$ cat config.mk
export PLATFORM = sky130hd
export DESIGN_NAME = spi_audio_tx_fifo
export DESIGN_NICKNAME = d
export VERILOG_FILES = /design/src/rtl/spi_audio_tx_fifo.sv
export SDC_FILE = /design/constraint.sdc
export NUM_CORES = 1
export LEC_CHECK = 0
export CELL_PAD_IN_SITES_DETAIL_PLACEMENT = 1
export CELL_PAD_IN_SITES_GLOBAL_PLACEMENT = 1
export CORE_MARGIN = 2
export CORE_UTILIZATION = 60
export CTS_BUF_LIST = sky130_fd_sc_hd__clkbuf_4 sky130_fd_sc_hd__clkbuf_8
export DETAILED_ROUTE_END_ITERATION = 7
export PLACE_DENSITY = 0.95
export SYNTH_ARGS = -nofsm -noshare
export SYNTH_HDL_FRONTEND = slang
export SYNTH_SLANG_ARGS = --single-unit
$ cat constraint.sdc
create_clock -name clk -period 6.4 [get_ports clk]
set_clock_uncertainty 0.2 [all_clocks]
set_input_delay 1.92 -clock clk [delete_from_list [all_inputs] [get_ports clk]]
set_output_delay 1.92 -clock clk [all_outputs]
set_load 0.1 [all_outputs]
$ cat src/rtl/spi_audio_tx_fifo.sv
// rtl/spi_audio_tx_fifo.sv - FIFO-buffered multi-channel PCM SPI slave transmitter
//
// Buffers PCM frames from the audio pipeline and serialises them MSB-first on
// MISO, channel 0 first. SCLK and CS are oversampled in the clk domain.
//
// Ports:
//   clk           system clock, at least 8x SCLK
//   reset_n       asynchronous active-low reset
//   sample_in     frame, channel k in bits [(k+1)*DATA_W-1 : k*DATA_W]
//   sample_valid  one-cycle push strobe
//   spi_sclk      SPI clock from master (asynchronous)
//   spi_cs_n      chip select from master, active low (asynchronous)
//   spi_miso      registered serial data to master
//   fifo_level    frames currently buffered
//   overflow      pulse: push dropped, FIFO full
//   underrun      pulse: frame load found FIFO empty
module spi_audio_tx_fifo #(
  parameter int DATA_W       = 16,
  parameter int NUM_CH       = 2,
  parameter int FIFO_DEPTH   = 8,
  parameter int CPOL         = 0,
  parameter int CPHA         = 0,
  parameter int UNDERRUN_RPT = 0
) (
  input  logic                             clk,
  input  logic                             reset_n,
  input  logic [NUM_CH*DATA_W-1:0]         sample_in,
  input  logic                             sample_valid,
  input  logic                             spi_sclk,
  input  logic                             spi_cs_n,
  output logic                             spi_miso,
  output logic [$clog2(FIFO_DEPTH+1)-1:0]  fifo_level,
  output logic                             overflow,
  output logic                             underrun
);

  localparam int FRAME_W = NUM_CH * DATA_W;
  localparam int AW      = $clog2(FIFO_DEPTH);
  localparam int LW      = $clog2(FIFO_DEPTH + 1);
  localparam int CW      = $clog2(FRAME_W + 1);
  localparam bit IDLE    = (CPOL != 0);
  localparam bit PHA1    = (CPHA != 0);
  localparam bit RPT     = (UNDERRUN_RPT != 0);

  logic [2:0]         sclk_sync;
  logic [2:0]         cs_sync;
  logic [FRAME_W-1:0] mem [FIFO_DEPTH];
  logic [AW-1:0]      wr_ptr;
  logic [AW-1:0]      rd_ptr;
  logic [FRAME_W-1:0] frame_in;
  logic [FRAME_W-1:0] shreg;
  logic [FRAME_W-1:0] last_frame;
  logic [CW-1:0]      bit_cnt;
  logic               load_d;

  logic lead, trail, cs_low, cs_fall, cnt_edge, frame_done, load, do_pop, do_push;

  // Edges are taken between stage 2 and stage 3 of each synchroniser.
  assign lead       = (sclk_sync[1] != sclk_sync[2]) && (sclk_sync[1] != IDLE);
  assign trail      = (sclk_sync[1] != sclk_sync[2]) && (sclk_sync[1] == IDLE);
  assign cs_low     = ~cs_sync[1];
  assign cs_fall    = ~cs_sync[1] & cs_sync[2];
  assign cnt_edge   = PHA1 ? trail : lead;
  assign frame_done = cs_low && cnt_edge && (bit_cnt == CW'(FRAME_W - 1));
  assign load       = cs_fall || frame_done;
  // No bypass: a pop needs a frame already stored before this cycle.
  assign do_pop     = load && (fifo_level != '0);
  assign do_push    = sample_valid && (fifo_level != LW'(FIFO_DEPTH));

  // Reorder channels so channel 0 sits in the MSBs and leaves first.
  always_comb begin
    frame_in = '0;
    for (int k = 0; k < NUM_CH; k++) begin
      frame_in[FRAME_W-1-k*DATA_W -: DATA_W] = sample_in[k*DATA_W +: DATA_W];
    end
  end

  always_ff @(posedge clk or negedge reset_n) begin
    if (!reset_n) begin
      sclk_sync <= {3{IDLE}};
      cs_sync   <= 3'b111;
    end else begin
      sclk_sync <= {sclk_sync[1:0], spi_sclk};
      cs_sync   <= {cs_sync[1:0], spi_cs_n};
    end
  end

  always_ff @(posedge clk) begin
    if (do_push) mem[wr_ptr] <= frame_in;
  end

  always_ff @(posedge clk or negedge reset_n) begin
    if (!reset_n) begin
      wr_ptr     <= '0;
      rd_ptr     <= '0;
      fifo_level <= '0;
      overflow   <= 1'b0;
    end else begin
      overflow <= sample_valid && !do_push;
      if (do_push) wr_ptr <= wr_ptr + 1'b1;
      if (do_pop)  rd_ptr <= rd_ptr + 1'b1;
      case ({do_push, do_pop})
        2'b10:   fifo_level <= fifo_level + 1'b1;
        2'b01:   fifo_level <= fifo_level - 1'b1;
        default: fifo_level <= fifo_level;
      endcase
    end
  end

  always_ff @(posedge clk or negedge reset_n) begin
    if (!reset_n) begin
      shreg      <= '0;
      last_frame <= '0;
      bit_cnt    <= '0;
      spi_miso   <= 1'b0;
      underrun   <= 1'b0;
      load_d     <= 1'b0;
    end else begin
      underrun <= load && (fifo_level == '0);
      load_d   <= 1'b0;
      if (!cs_low) begin
        // Deselected: abort any frame in flight; popped data is simply dropped.
        bit_cnt  <= '0;
        spi_miso <= 1'b0;
      end else begin
        if (cnt_edge) bit_cnt <= frame_done ? '0 : bit_cnt + 1'b1;
        if (load) begin
          load_d <= 1'b1;
          if (do_pop) begin
            shreg      <= mem[rd_ptr];
            last_frame <= mem[rd_ptr];
          end else begin
            shreg <= RPT ? last_frame : '0;
          end
        end else if (!PHA1 && load_d) begin
          spi_miso <= shreg[FRAME_W-1];
        end else if (!PHA1 && trail && (bit_cnt != '0)) begin
          // bit_cnt==0 here means the trailing edge after a completed frame,
          // whose reload already presented the new MSB; do not shift it out.
          shreg    <= {shreg[FRAME_W-2:0], 1'b0};
          spi_miso <= shreg[FRAME_W-2];
        end else if (PHA1 && lead) begin
          shreg    <= {shreg[FRAME_W-2:0], 1'b0};
          spi_miso <= shreg[FRAME_W-1];
        end
      end
    end
  end

endmodule

==> summary.json <==
{
  "first_pass_iters": {"value": 4},
  "highest_clock_frequency_the_design_can_meet": {"value": 0.2290, "unit": "GHz"},
  "clk_pin_slew": {"value": 60, "unit": "ps"},
  "regToRegSetupSlack": {"value": 2900, "unit": "ps"},
  "number_of_instances_in_the_synthesized_netlist": {"value": 637},
  "htree_levels": {"value": 2},
  "post_cts_hold_buffer_count": {"value": 0},
  "start_util": {"value": 0.6100},
  "place_hpwl": {"value": 17.35, "unit": "mm"},
  "worst_r2r_startpoint": {"value": "bit_cnt[0]"},
  "setup_repair_after_global_routing_missed_its_margin": {"value": "false"},
  "cts-resized-gates": {"value": 0},
  "die_w": {"value": 150.2, "unit": "um"},
  "slew_violations": {"value": 0},
  "cts-root-buf": {"value": "clkbuf_8"},
  "fin_setup_tns": {"value": 0, "unit": "ps"},
  "delay_contributed_by_the_slowest_stage_of_the_critical_path": {"value": 1190, "unit": "ps"},
  "final_core_utilization": {"value": 0.6869},
  "cp_top_family": {"value": "buffers and inverters"},
  "leakage": {"value": 4.839, "unit": "nW"},
  "timing.critical_path.from_type": {"value": "flop"},
  "critPathRequiredTime": {"value": 4280, "unit": "ps"},
  "numClockSinks": {"value": 314},
  "global_route.usage.total": {"value": 0.2999},
  "layout-drive-gt1-share": {"value": 0.3611},
  "detailedPlace.worstSlack": {"value": 1595, "unit": "ps"},
  "critical_path_buf_inv_count": {"value": 1},
  "power.density_cell_area": {"value": 435.5, "unit": "nW/um^2"},
  "postSynth.topFlopCell": {"value": "edfxtp_1"},
  "final.setup.worst_slack": {"value": 2033, "unit": "ps"},
  "timing_worst_slew_pin_value": {"value": 1177, "unit": "ps"},
  "post_synth_main_area_contributors": {"value": "edfxtp_1 (60%), mux4_2 (11%), dfrtp_1 (11%)"},
  "synth_top_area_frac": {"value": 0.5995},
  "drt_drc_violations_left": {"value": 0},
  "hold_end": {"value": "cs_sync[1]"},
  "worst-endpoint-arrival": {"value": 2250, "unit": "ps"},
  "part_of_the_yosys_area_used_for_sequential_elements": {"value": 0.7130},
  "asyncSetResetFlopFracSynth": {"value": 0.1847},
  "first_iter_violations": {"value": 569},
  "cts_tree": {"value": "built"},
  "timing.final.setup_violations": {"value": 0},
  "antenna_violations_before_repair": {"value": 0},
  "cts.path.max_buffers": {"value": 3},
  "synth_cell_type_count": {"value": 46},
  "floorplan.die_area": {"value": 22560, "unit": "um^2"},
  "number_of_synthesized_register_bits": {"value": 314},
  "final_net_count": {"value": 750},
  "post_cts.repair.setup_buffers": {"value": 0},
  "grt_overflow": {"value": 0},
  "worst_r2r_path_depth": {"value": 13},
  "placeableCoreArea": {"value": 21020, "unit": "um^2"},
  "maxCapViolCount": {"value": 0},
  "routability_congestion_estimate_from_global_placement": {"value": 0.7827},
  "r2r-end": {"value": "fifo_level[2]"},
  "cts_made_buffers": {"value": 49},
  "setup.worst_path.end_class": {"value": "primary output"},
  "drt-total-wl": {"value": 31.74, "unit": "mm"},
  "final-hold-violation-count": {"value": 0},
  "grt_pass1_vias": {"value": 7389},
  "hold_start": {"value": "cs_sync[0]"},
  "holdCritPathClass": {"value": "reg -> reg"},
  "die-height": {"value": 150.2, "unit": "um"},
  "core.rowCount": {"value": 53},
  "vias": {"value": 6610},
  "final_min_period_over_clock_period": {"value": 0.6823},
  "crit_type": {"value": "reg -> out"},
  "count_of_port_buffers_added_during_placement": {"value": 43},
  "clkLatencyLatePin": {"value": 570, "unit": "ps"},
  "cp_cell_sequence": {"value": "clkdlybuf4s50_1"},
  "syn_area_per_cell": {"value": 20.13, "unit": "um^2"},
  "worst_ir_drop_vdd": {"value": 0.2177, "unit": "mV"},
  "hold_path_depth": {"value": 0},
  "worst_path_max_delay_cell": {"value": "clkdlybuf4s50_1"},
  "grt_max_degree": {"value": 65},
  "worst_hold_slack": {"value": 159.3, "unit": "ps"},
  "fin_crit": {"value": 4367, "unit": "ps"},
  "detail_route.vias_per_cell": {"value": 6.480},
  "yosys_warnings": {"value": 0},
  "synth.net_count": {"value": 681},
  "post-synth-top-area-cell": {"value": "edfxtp_1"},
  "antenna-diode-count": {"value": 0},
  "synth_enable_flop_cells": {"value": 256},
  "area_delta_synth_final": {"value": 12.62, "unit": "%"},
  "worst-path-max-fanout": {"value": 7},
  "run_status": {"value": "finished clean"},
  "average_wire_per_cell_in_the_routed_design": {"value": 31.12, "unit": "um"},
  "synthesis.area": {"value": 12820, "unit": "um^2"},
  "max_slew_margin": {"value": 0.2154},
  "io_pins": {"value": 44},
  "final_antenna_net_count": {"value": 0},
  "grt_first_pass_wirelength": {"value": 48.68, "unit": "mm"}
}
## how the worst max path moves through the flow
| stage | to | depth (start not counted) | from | slack [ps] |
|---|---|---|---|---|
| 3_5_place_dp | mem[4][4] | 4 | sample_valid | 1600 |
| 6_report | fifo_level[0] | 1 | fifo_level[0] | 2030 |
| 2_1_floorplan | mem[0][0] | 3 | sample_valid | 1050 |
| 3_3_place_gp | mem[4][30] | 4 | sample_valid | 1730 |
| 5_1_grt | fifo_level[0] | 1 | fifo_level[0] | 1950 |
| 4_1_cts | fifo_level[0] | 1 | fifo_level[0] | 2010 |
## power by group
group / total [W] / leakage, nW / internal [W] / switching (W)
Clock: 0.00175 / 0.528 / 0.000935 / 0.000813
Combinational: 0.00168 / 1.29 / 0.000784 / 0.000893
Sequential: 0.00286 / 3.02 / 0.00255 / 0.000310
## worst register-to-register path: stages (launching register included)
cell      delay (ps)
dfrtp_1          440
ha_1             240
nand3b_1         180
o41a_4           450
clkinv_8         330
nand2_4          210
inv_2             90
ha_1             280
xor2_1           170
ha_1             190
a21oi_1          180
xor2_1           190
nor2_1            70
xor2_1           140
## layout by cell type (no fill, tap or decap), drive strengths merged, types with 2 or more instances in the layout
cell | Yosys | routed
a211o | 4 | 4
a21oi | 3 | 3
a2bb2oi | 31 | 31
and4b | 2 | 2
buf | 29 | 11
clkbuf | 6 | 71
clkdlybuf4s50 | 0 | 42
clkinv | 1 | 17
clkinvlp | 0 | 2
dfrtp | 55 | 55
dfstp | 3 | 3
edfxtp | 256 | 256
ha | 7 | 7
inv | 6 | 6
mux2 | 33 | 33
mux2i | 2 | 2
mux4 | 64 | 64
nand2 | 15 | 15
nand2b | 7 | 7
nand3 | 35 | 35
nand3b | 2 | 2
nor2 | 12 | 12
nor2b | 2 | 2
nor3 | 4 | 4
o21ai | 37 | 37
or3 | 2 | 2
xnor2 | 4 | 4
xor2 | 5 | 5
## final cells by class
type	instances	area (um^2)
Clock inverter	19	112.6
Sequential cell	314	9150
Timing Repair Buffer	53	500.5
Inverter	7	38.79
Clock buffer	71	889.6
Multi-Input combinational cell	281	3405
Tap cell	275	344.1
Fill cell	1670	6581
## cell families (layout without fill, tap and decap cells)
family	after synthesis	after routing	share of synthesized area
muxes	99	99	0.1430
xor gates and xnor gates	9	9	0.006147
DFF	314	314	0.7130
AOI/OAI and AO/OA	81	81	0.05982
adders and majority gates	7	7	0.006830
and+or+nand+nor	85	85	0.04684
buffers and inverters	42	150	0.02440
## synth_stat cells (2+ instances only)
master / n
buf_4: 8
xor2_1: 5
mux4_2: 64
inv_1: 5
nor2b_1: 2
a2bb2oi_2: 30
buf_12: 3
ha_1: 7
and4b_1: 2
nand2b_1: 7
dfrtp_1: 55
xnor2_1: 4
buf_2: 9
o21ai_1: 2
edfxtp_1: 256
nor2_1: 12
nand2_4: 2
buf_1: 2
mux2i_1: 2
nand3_1: 5
mux2_2: 32
buf_6: 7
or3_1: 2
nand2_1: 13
o21ai_0: 35
clkbuf_1: 6
nor3_1: 4
a21oi_1: 3
a211o_1: 4
nand3_2: 30
nand3b_1: 2
dfstp_2: 3
## through the flow
| stage | cells | total power (W) | cell area (um^2) |
|---|---|---|---|
| after floorplan | 637 | 0.004019 | 12820 |
| final | 1020 | 0.006288 | 14440 |
| after detailed placement | 930 | 0.004519 | 13440 |
| after global routing | 1020 | 0.006504 | 14440 |
| after CTS | 1020 | 0.006321 | 14440 |
| after global placement | 930 | 0.004378 | 13440 |
## per-layer routing
metal / GRT usage / part of all wire / vias to the layer above
met2: 0.5007 / 0.52 / 268
met1: 0.4121 / 0.40 / 3547
li1: - / - / 2730
met3: 0.05030 / 0.056 / 65
met5: 0 / 0 / -
met4: 0.09292 / 0.025 / 0
## flip-flops by register name, summed over array words and instances, names as in the netlist, 3 cells and up
signal      flops
cs_sync         3
wr_ptr          3
sclk_sync       3
mem           256
rd_ptr          3
fifo_level      4
bit_cnt         6
shreg          32
No activity file was read; power rests on OpenSTA's default activity.
